`src/rtl/c_decode_issue.sv`:
```
// ----------------------------------------------------------------------------
// c_decode_issue
//
// Single-entry RV32I decode/issue stage with a RAW scoreboard.
//
// Decodes OP, OP-IMM, LOAD, STORE and LUI into a register-file/ALU bundle. The
// bundle is held in one output register, so an accepted instruction appears on
// the outputs one cycle later. A 32-bit busy vector records destination
// registers whose writeback is still pending. An incoming instruction that
// reads a busy register is held off (hazard=1), unless that register is being
// written back in the same cycle.
//
// Parameters
//   SB_EN      1 enables the scoreboard; 0 ties hazard low
//
// Ports
//   clk        clock, rising edge
//   rst        asynchronous reset, active low
//   in_valid   instr is valid
//   in_ready   stage accepts instr this cycle
//   instr      32-bit RV32I instruction word
//   wb_valid   writeback of register wb_rd completes this cycle
//   wb_rd      writeback destination index
//   out_valid  decoded bundle is valid
//   out_ready  downstream consumes the bundle
//   rs1/rs2/rd register indices (rs1/rs2 are the raw instruction fields)
//   rw         register-file write enable
//   imm        sign-extended immediate
//   alu_op     ALU operation code
//   illegal    unsupported opcode (the bundle still issues)
//   hazard     incoming instruction is stalled on a busy source register
// ----------------------------------------------------------------------------
module c_decode_issue #(
  parameter bit SB_EN = 1'b1
) (
  input  logic        clk,
  input  logic        rst,
  input  logic        in_valid,
  output logic        in_ready,
  input  logic [31:0] instr,
  input  logic        wb_valid,
  input  logic [4:0]  wb_rd,
  output logic        out_valid,
  input  logic        out_ready,
  output logic [4:0]  rs1,
  output logic [4:0]  rs2,
  output logic [4:0]  rd,
  output logic        rw,
  output logic [31:0] imm,
  output logic [3:0]  alu_op,
  output logic        illegal,
  output logic        hazard
);

  localparam logic [6:0] OPC_OP     = 7'b0110011;
  localparam logic [6:0] OPC_OP_IMM = 7'b0010011;
  localparam logic [6:0] OPC_LOAD   = 7'b0000011;
  localparam logic [6:0] OPC_STORE  = 7'b0100011;
  localparam logic [6:0] OPC_LUI    = 7'b0110111;

  typedef struct packed {
    logic [4:0]  rs1;
    logic [4:0]  rs2;
    logic [4:0]  rd;
    logic        rw;
    logic [31:0] imm;
    logic [3:0]  alu_op;
    logic        illegal;
  } bundle_t;

  // --------------------------------------------------------------------------
  // Instruction fields
  // --------------------------------------------------------------------------
  logic [6:0] opcode;
  logic [2:0] funct3;
  logic [4:0] rd_f;
  logic [4:0] rs1_f;
  logic [4:0] rs2_f;

  assign opcode = instr[6:0];
  assign rd_f   = instr[11:7];
  assign funct3 = instr[14:12];
  assign rs1_f  = instr[19:15];
  assign rs2_f  = instr[24:20];

  // --------------------------------------------------------------------------
  // Decode
  // --------------------------------------------------------------------------
  bundle_t dec;
  logic    use_rs1;
  logic    use_rs2;

  always_comb begin
    // NOTE: every output of this block gets a default before the case, so no
    // path leaves a signal unassigned and no latch is inferred.
    dec.rs1     = rs1_f;
    dec.rs2     = rs2_f;
    dec.rd      = rd_f;
    dec.rw      = 1'b0;
    dec.imm     = '0;
    dec.alu_op  = 4'b0000;
    dec.illegal = 1'b0;
    use_rs1     = 1'b0;
    use_rs2     = 1'b0;

    case (opcode)
      OPC_OP: begin
        dec.alu_op = {instr[30], funct3};
        dec.rw     = (rd_f != 5'd0);
        use_rs1    = 1'b1;
        use_rs2    = 1'b1;
      end
      OPC_OP_IMM: begin
        dec.imm    = {{20{instr[31]}}, instr[31:20]};
        // Only the shift-right group carries a variant bit in instr[30];
        // for the others that bit is part of the immediate.
        dec.alu_op = (funct3 == 3'b101) ? {instr[30], funct3} : {1'b0, funct3};
        dec.rw     = (rd_f != 5'd0);
        use_rs1    = 1'b1;
      end
      OPC_LOAD: begin
        dec.imm = {{20{instr[31]}}, instr[31:20]};
        dec.rw  = (rd_f != 5'd0);
        use_rs1 = 1'b1;
      end
      OPC_STORE: begin
        dec.imm = {{20{instr[31]}}, instr[31:25], instr[11:7]};
        use_rs1 = 1'b1;
        use_rs2 = 1'b1;
      end
      OPC_LUI: begin
        dec.imm = {instr[31:12], 12'b0};
        dec.rw  = (rd_f != 5'd0);
      end
      default: begin
        dec.illegal = 1'b1;
      end
    endcase
  end

  // --------------------------------------------------------------------------
  // Scoreboard hazard check
  // --------------------------------------------------------------------------
  logic [31:0] busy_q;
  logic [31:0] busy_d;
  logic        src1_stall;
  logic        src2_stall;
  logic        wb_hit1;
  logic        wb_hit2;

  // A writeback landing this cycle releases its register immediately.
  assign wb_hit1    = wb_valid && (wb_rd == rs1_f);
  assign wb_hit2    = wb_valid && (wb_rd == rs2_f);
  assign src1_stall = use_rs1 && (rs1_f != 5'd0) && busy_q[rs1_f] && !wb_hit1;
  assign src2_stall = use_rs2 && (rs2_f != 5'd0) && busy_q[rs2_f] && !wb_hit2;

  assign hazard = SB_EN && in_valid && (src1_stall || src2_stall);

  // --------------------------------------------------------------------------
  // Handshake
  // --------------------------------------------------------------------------
  logic out_valid_q;
  logic accept;

  assign in_ready = (!out_valid_q || out_ready) && !hazard;
  assign accept   = in_valid && in_ready;

  // Busy next state: clear first so a same-index set on this edge wins.
  always_comb begin
    busy_d = busy_q;
    if (wb_valid && (wb_rd != 5'd0)) begin
      busy_d[wb_rd] = 1'b0;
    end
    if (accept && dec.rw) begin
      busy_d[dec.rd] = 1'b1;
    end
    busy_d[0] = 1'b0;
  end

  // --------------------------------------------------------------------------
  // State registers
  // --------------------------------------------------------------------------
  bundle_t bundle_q;

  // NOTE: sequential state uses non-blocking assignments so every register
  // samples the pre-edge values, independent of statement order.
  always_ff @(posedge clk or negedge rst) begin
    if (!rst) begin
      out_valid_q <= 1'b0;
      bundle_q    <= '0;
      busy_q      <= '0;
    end else begin
      if (accept) begin
        out_valid_q <= 1'b1;
        bundle_q    <= dec;
      end else if (out_ready) begin
        out_valid_q <= 1'b0;
      end
      busy_q <= busy_d;
    end
  end

  assign out_valid = out_valid_q;
  assign rs1       = bundle_q.rs1;
  assign rs2       = bundle_q.rs2;
  assign rd        = bundle_q.rd;
  assign rw        = bundle_q.rw;
  assign imm       = bundle_q.imm;
  assign alu_op    = bundle_q.alu_op;
  assign illegal   = bundle_q.illegal;

endmodule

```
`config.mk`:
```
export PLATFORM = sky130hd
export DESIGN_NAME = c_decode_issue
export DESIGN_NICKNAME = d
export VERILOG_FILES = /design/src/rtl/c_decode_issue.sv
export SDC_FILE = /design/constraint.sdc
export NUM_CORES = 1
export LEC_CHECK = 0
export ABC_CLOCK_PERIOD_IN_PS = 4000
export CAP_MARGIN = 10
export CELL_PAD_IN_SITES_DETAIL_PLACEMENT = 0
export CELL_PAD_IN_SITES_GLOBAL_PLACEMENT = 1
export CORE_UTILIZATION = 25
export DETAILED_ROUTE_END_ITERATION = 10
export PLACE_DENSITY_LB_ADDON = 0.05
export SYNTH_ARGS = -nofsm -noshare
export SYNTH_HDL_FRONTEND = slang
export SYNTH_SLANG_ARGS = --single-unit
```
`constraint.sdc`:
```
create_clock -name clk -period 4 [get_ports clk]
set_clock_uncertainty 0.15 [all_clocks]
set_input_delay 0.6 -clock clk [delete_from_list [all_inputs] [get_ports clk]]
set_output_delay 0.6 -clock clk [all_outputs]
set_load 0.01 [all_outputs]
```
==> results.json, run 1 <==
{
  "cts_root_buffer": "clkbuf_16",
  "seqPwrFrac_pct": 40.6,
  "power_switching_share_pct": 25.4,
  "yosysMostFrequentCell": "dfrtp_1",
  "track_usage_pct": 18.9,
  "yosysTopAreaCellShare_pct": 46.3,
  "yosysTopAreaCell": "dfrtp_1",
  "ys_ff_latch": 85,
  "drive_gt1_share_pct": 15.9,
  "grt_pass1_vias": 4068,
  "rsz0062_at_grt": "no",
  "grt_max_degree": 64,
  "async_reset_ff_share_pct": 100,
  "ys_top_cells_by_count": "85 x dfrtp_1, 51 x o21ai_0, 34 x nand2_1, 26 x a21oi_1, 25 x o31ai_1",
  "cts-resized-gates": 3,
  "wire_per_inst_um": 21.7,
  "first_pass_iters": 5,
  "placedCellCount": 780,
  "status": "complete, no violations",
  "post_drt_via_cell_ratio": 5.22,
  "relSlewSlack_pct": 50.2,
  "nets": 604,
  "drv_cap": 0,
  "diodes": 0,
  "cts_tree": "done",
  "hold_class": "in2async",
  "start_util_pct": 25.5,
  "synth.cell_area_um2": 4600,
  "clk_latency_ps": 350,
  "pwr-share-comb_pct": 18.9,
  "intPower_mw": 1.76,
  "netlist-cell-type-count": 54,
  "clkTransAtPathRegs_ps": 60,
  "period_needed_ps": 3850,
  "synth.avg_cell_area_um2": 10.1,
  "worst_setup_path_end_kind": "output port",
  "p_leak_nw": 2.61,
  "start_kind": "input pin",
  "drv_slew": 0,
  "ys_warn_count": 0,
  "crit_fanout": 6,
  "crit_arrival_ps": 3100,
  "instances_no_fill": 794,
  "ant_nets": 0,
  "post_dp_cell_area_um2": 5980,
  "period_share_pct": 96.3,
  "n_fill_cell": 1874,
  "die_area_um2": 18900,
  "portBuffers": 97,
  "switchingPower_mw": 0.599,
  "peakVddDrop_mv": 0.205,
  "power.density_nw_per_um2": 374,
  "synth_ff_type": "dfrtp_1",
  "finalSetupTns_ps": 0,
  "core_area_um2": 18000,
  "finalWirelength_um": 17200,
  "critPathRequiredTime_ps": 3250,
  "synth_nets": 497,
  "clock_path_buffers": 2,
  "dp_hpwl_um": 12400,
  "drt_iter0_markers": 252,
  "die_h_um": 138,
  "ctsHoldBuffers": 0,
  "vias": 4148,
  "cts_buffers": 9,
  "grt_overflow": 0,
  "worst_pin_slew_ps": 745,
  "crit_type": "in2out",
  "synth_area_leaders": "dfrtp_1 46%, mux2_2 5.6%, o21ai_0 5.6%, o31ai_1 4.1%, mux2i_1 3.9%",
  "p_clk_share_pct": 40.5,
  "row_count": 49,
  "fin_area_um2": 6310,
  "synth-seq-area-share_pct": 46.3,
  "synth_edf_count": 0,
  "finalSetupViolCount": 0,
  "htreeDepth": 3,
  "syn_inst": 455,
  "dieWidth_um": 138,
  "route.detailed.drc": 0,
  "antenna_found_initial": 0,
  "hold_viol": 0,
  "gp_congestion": 0.849,
  "max_freq_mhz": 260,
  "post_cts_buffers": 0,
  "area_growth_pct": 37.1,
  "r2r_setup_slack_ps": 1110,
  "grt_pass1_wl_um": 25600,
  "clock-sinks": 85,
  "io_pins": 98
}
## metal layers
layer | GRT usage, % | part of all wire (%) | up-vias
met5 | 0 | 0 | -
met4 | 5.98 | 1.3 | 0
met3 | 3.75 | 6.4 | 15
met2 | 26.8 | 43 | 170
met1 | 28.2 | 49 | 2052
li1 | - | - | 1911
## cell usage in the layout, fill, tap and decap left out, types with 3 or more instances in the layout
master	count
clkdlybuf4s50_1	94
clkbuf_16	9
o41ai_1	8
a21oi_1	26
dfrtp_1	85
xor2_1	8
a22oi_1	3
a211oi_1	3
nand3b_1	7
nand2_1	34
mux2_2	23
mux2i_1	18
inv_1	8
o22ai_1	4
nor3_1	3
nor2_1	15
o31ai_1	25
mux4_2	5
nand3_1	20
o21ai_0	51
bufinv_16	3
nor2b_1	10
buf_4	37
and2_1	3
o22a_1	19
or3b_2	3
## through the flow
| stage | util [%] | setup WS (ps) | power [mW] | hold WS (ps) |
|---|---|---|---|---|
| 6_report | 35.0 | 148 | 2.36 | 131 |
| 4_1_cts | 35.0 | 123 | 2.39 | 158 |
| 2_1_floorplan | - | 658 | 1.16 | 154 |
| 5_1_grt | 35.0 | 3.24 | 2.46 | 176 |
| 3_3_place_gp | 33.2 | -141 | 1.42 | 342 |
| 3_5_place_dp | 33.2 | -148 | 1.42 | 346 |
## layout make-up
| class | count | area, um2 | area share [%] |
|---|---|---|---|
| Clock buffer | 10 | 229 | 3.63 |
| Clock inverter | 4 | 98.8 | 1.57 |
| Inverter | 8 | 30.0 | 0.476 |
| Multi-Input combinational cell | 322 | 2250 | 35.6 |
| Sequential cell | 85 | 2130 | 33.7 |
| Tap cell | 229 | 287 | 4.54 |
| Timing Repair Buffer | 136 | 1290 | 20.4 |
## path summary, 6_finish.rpt
path,startpoint,end,cells past startpoint
max in group asynchronous,rst,busy_q[2]$_DFF_PN0_,2
min,rst,rs1[1]$_DFFE_PN0P_,1
min in group clk,imm[17]$_DFFE_PN0P_,imm[17]$_DFFE_PN0P_,1
max,instr[21],in_ready,9
max reg2reg,busy_q[15]$_DFF_PN0_,busy_q[9]$_DFF_PN0_,7
min reg2reg,imm[17]$_DFFE_PN0P_,imm[17]$_DFFE_PN0P_,1
## worst max-delay path, stage by stage
cell and delay, ps:
clkdlybuf4s50_1 480, buf_6 140, mux4_2 510, mux2_2 280, a211oi_2 240, nor3_1 80, or2_4 300, a21boi_0 180
dlygate4sd2_1 290
## cells by family (layout without fill, tap and decap cells)
group | Yosys count | count (layout) | share of synthesized area, %
buf+inv | 48 | 158 | 4.98
mux | 46 | 46 | 12.0
xor+xnor | 10 | 10 | 1.90
flops | 85 | 85 | 46.3
compound gates | 154 | 154 | 22.1
simple gates | 112 | 112 | 12.8
## power by group through the flow
stage          Combinational [mW]  Sequential (mW)  Clock [mW]
3_5_place_dp                0.449            0.973           0
2_1_floorplan               0.167            0.989           0
3_3_place_gp                0.450            0.972           0
5_1_grt                     0.485            0.964        1.01
6_report                    0.446            0.956       0.955
4_1_cts                     0.452            0.957       0.985
## state kept, by name, indices dropped and copies added (netlist names)
name	count
rw	1
imm	32
rs1	5
illegal	1
out_valid	1
alu_op	4
rs2	5
rd	5
busy_q	31
Note: power is estimated with default switching activity, not from simulation.
==> run 2: changes to the inputs <==
- ABC_CLOCK_PERIOD_IN_PS: 4000 -> 4460
- CAP_MARGIN: 10 -> 25
- clock period: 4 -> 4.46 ns (I/O delays scaled with it)
==> run 2 against run 1 <==
Compared with the run above:
- sequential cell count is the same
- die area unchanged
- highest routed layer unchanged
- final cell count fell by 1.3%
==> results.json, run 2 (synthesis gave the netlist of run 1 again) <==
{
  "gp_congestion": 0.786,
  "relSlewSlack_pct": 40.1,
  "drv_cap": 0,
  "hold_class": "in2async",
  "grt_pass1_wl_um": 25600,
  "row_count": 49,
  "diodes": 0,
  "r2r_setup_slack_ps": 1510,
  "track_usage_pct": 18.9,
  "wire_per_inst_um": 21.6,
  "final_cell_mix": "95 x clkdlybuf4s50_1, 85 x dfrtp_1, 51 x o21ai_0",
  "post_drt_via_cell_ratio": 5.23,
  "largest_register_ff_count": 32,
  "ant_nets": 0,
  "crit_fanout": 8,
  "vias": 4101,
  "antenna_found_initial": 0,
  "cts_tree": "done",
  "max_freq_mhz": 235,
  "critPathRequiredTime_ps": 3640,
  "drt_iter0_markers": 370,
  "crit_type": "in2out",
  "rsz0062_at_grt": "no",
  "die_area_um2": 18900,
  "dp_hpwl_um": 12000,
  "peakVddDrop_mv": 0.183,
  "grt_overflow": 0,
  "clock-sinks": 85,
  "worst_setup_path_end_kind": "output port",
  "start_util_pct": 25.5,
  "area_growth_pct": 34.4,
  "finalSetupTns_ps": 0,
  "status": "complete, no violations",
  "die_h_um": 138,
  "layout_commonest_cell": "clkdlybuf4s50_1",
  "p_total_mw": 2.04,
  "p_leak_nw": 2.53,
  "r2r_cells": 7,
  "finalWirelength_um": 17000,
  "io_pins": 98,
  "start_kind": "input pin",
  "drv_slew": 0,
  "clock_path_buffers": 2,
  "period_needed_ps": 4250,
  "clkTransAtPathRegs_ps": 60,
  "period_share_pct": 95.2,
  "grt_max_degree": 66,
  "portBuffers": 97,
  "worst_pin_slew_ps": 899,
  "dieWidth_um": 138,
  "grt_pass1_vias": 4049,
  "finalSetupViolCount": 0,
  "cts_buffers": 9,
  "post_cts_buffers": 0,
  "hold_viol": 0,
  "route.detailed.drc": 0,
  "core_area_um2": 18000,
  "nets": 592,
  "drive_gt1_share_pct": 14.6,
  "htreeDepth": 3,
  "crit_arrival_ps": 3430,
  "power.density_nw_per_um2": 330,
  "cts_root_buffer": "clkbuf_16",
  "first_pass_iters": 5,
  "clk_latency_ps": 350
}
[run 2: report_power, final]
group	switching, mW	leakage, nW	internal (mW)	total, mW
logic	0.188	1.27	0.202	0.389
registers	0.0320	1.11	0.823	0.855
clock network	0.350	0.148	0.442	0.793
[run 2: stage by stage]
step	util [%]	instances	hold slack [ps]	area (um2)	setup WS, ps
after floorplan	-	455	223	4600	980
after global placement	32.6	768	343	5870	136
after detailed placement	32.6	768	347	5870	136
after CTS	34.3	784	327	6180	96.3
after global routing	34.3	784	355	6180	80.2
final	34.3	784	260	6180	212
[run 2: area by class of cell]
type                            instances  area (um2)
Clock buffer                            9         225
Clock inverter                          7        80.1
Fill cell                            1850       11800
Inverter                                8        30.0
Multi-Input combinational cell        322        2250
Sequential cell                        85        2130
Tap cell                              229         287
Timing Repair Buffer                  124        1190
[run 2: path summary, 6_finish.rpt]
kind,to,from
max reg2reg,busy_q[9]$_DFF_PN0_,busy_q[15]$_DFF_PN0_
max in group asynchronous,imm[4]$_DFFE_PN0P_,rst
max,hazard,instr[21]
min in group clk,imm[18]$_DFFE_PN0P_,imm[18]$_DFFE_PN0P_
min,rs1[2]$_DFFE_PN0P_,rst
min reg2reg,imm[18]$_DFFE_PN0P_,imm[18]$_DFFE_PN0P_
[run 2: critical path, cell delays in order]
cell and delay [ps]:
clkdlybuf4s50_1 470, buf_4 190, mux4_2 520, mux2_2 290, a211oi_2 260, nor3_1 90, or2_4 300, and2_1 170
clkdlybuf4s50_1 480
[run 2: layer usage]
layer / wire length (um) / GRT usage (%) / vias to the layer above
met2: 7260 / 26.4 / 131
met3: 831 / 3.27 / 14
met5: 0 / 0 / -
met1: 8700 / 29.2 / 2063
li1: - / - / 1893
met4: 168 / 5.01 / 0
[run 2: timing repair]
action,in CTS,in global routing
endpoints found under the setup margin,0,1
hold endpoints to repair,0,0
gates resized for setup,0,1
hold buffers,0,0
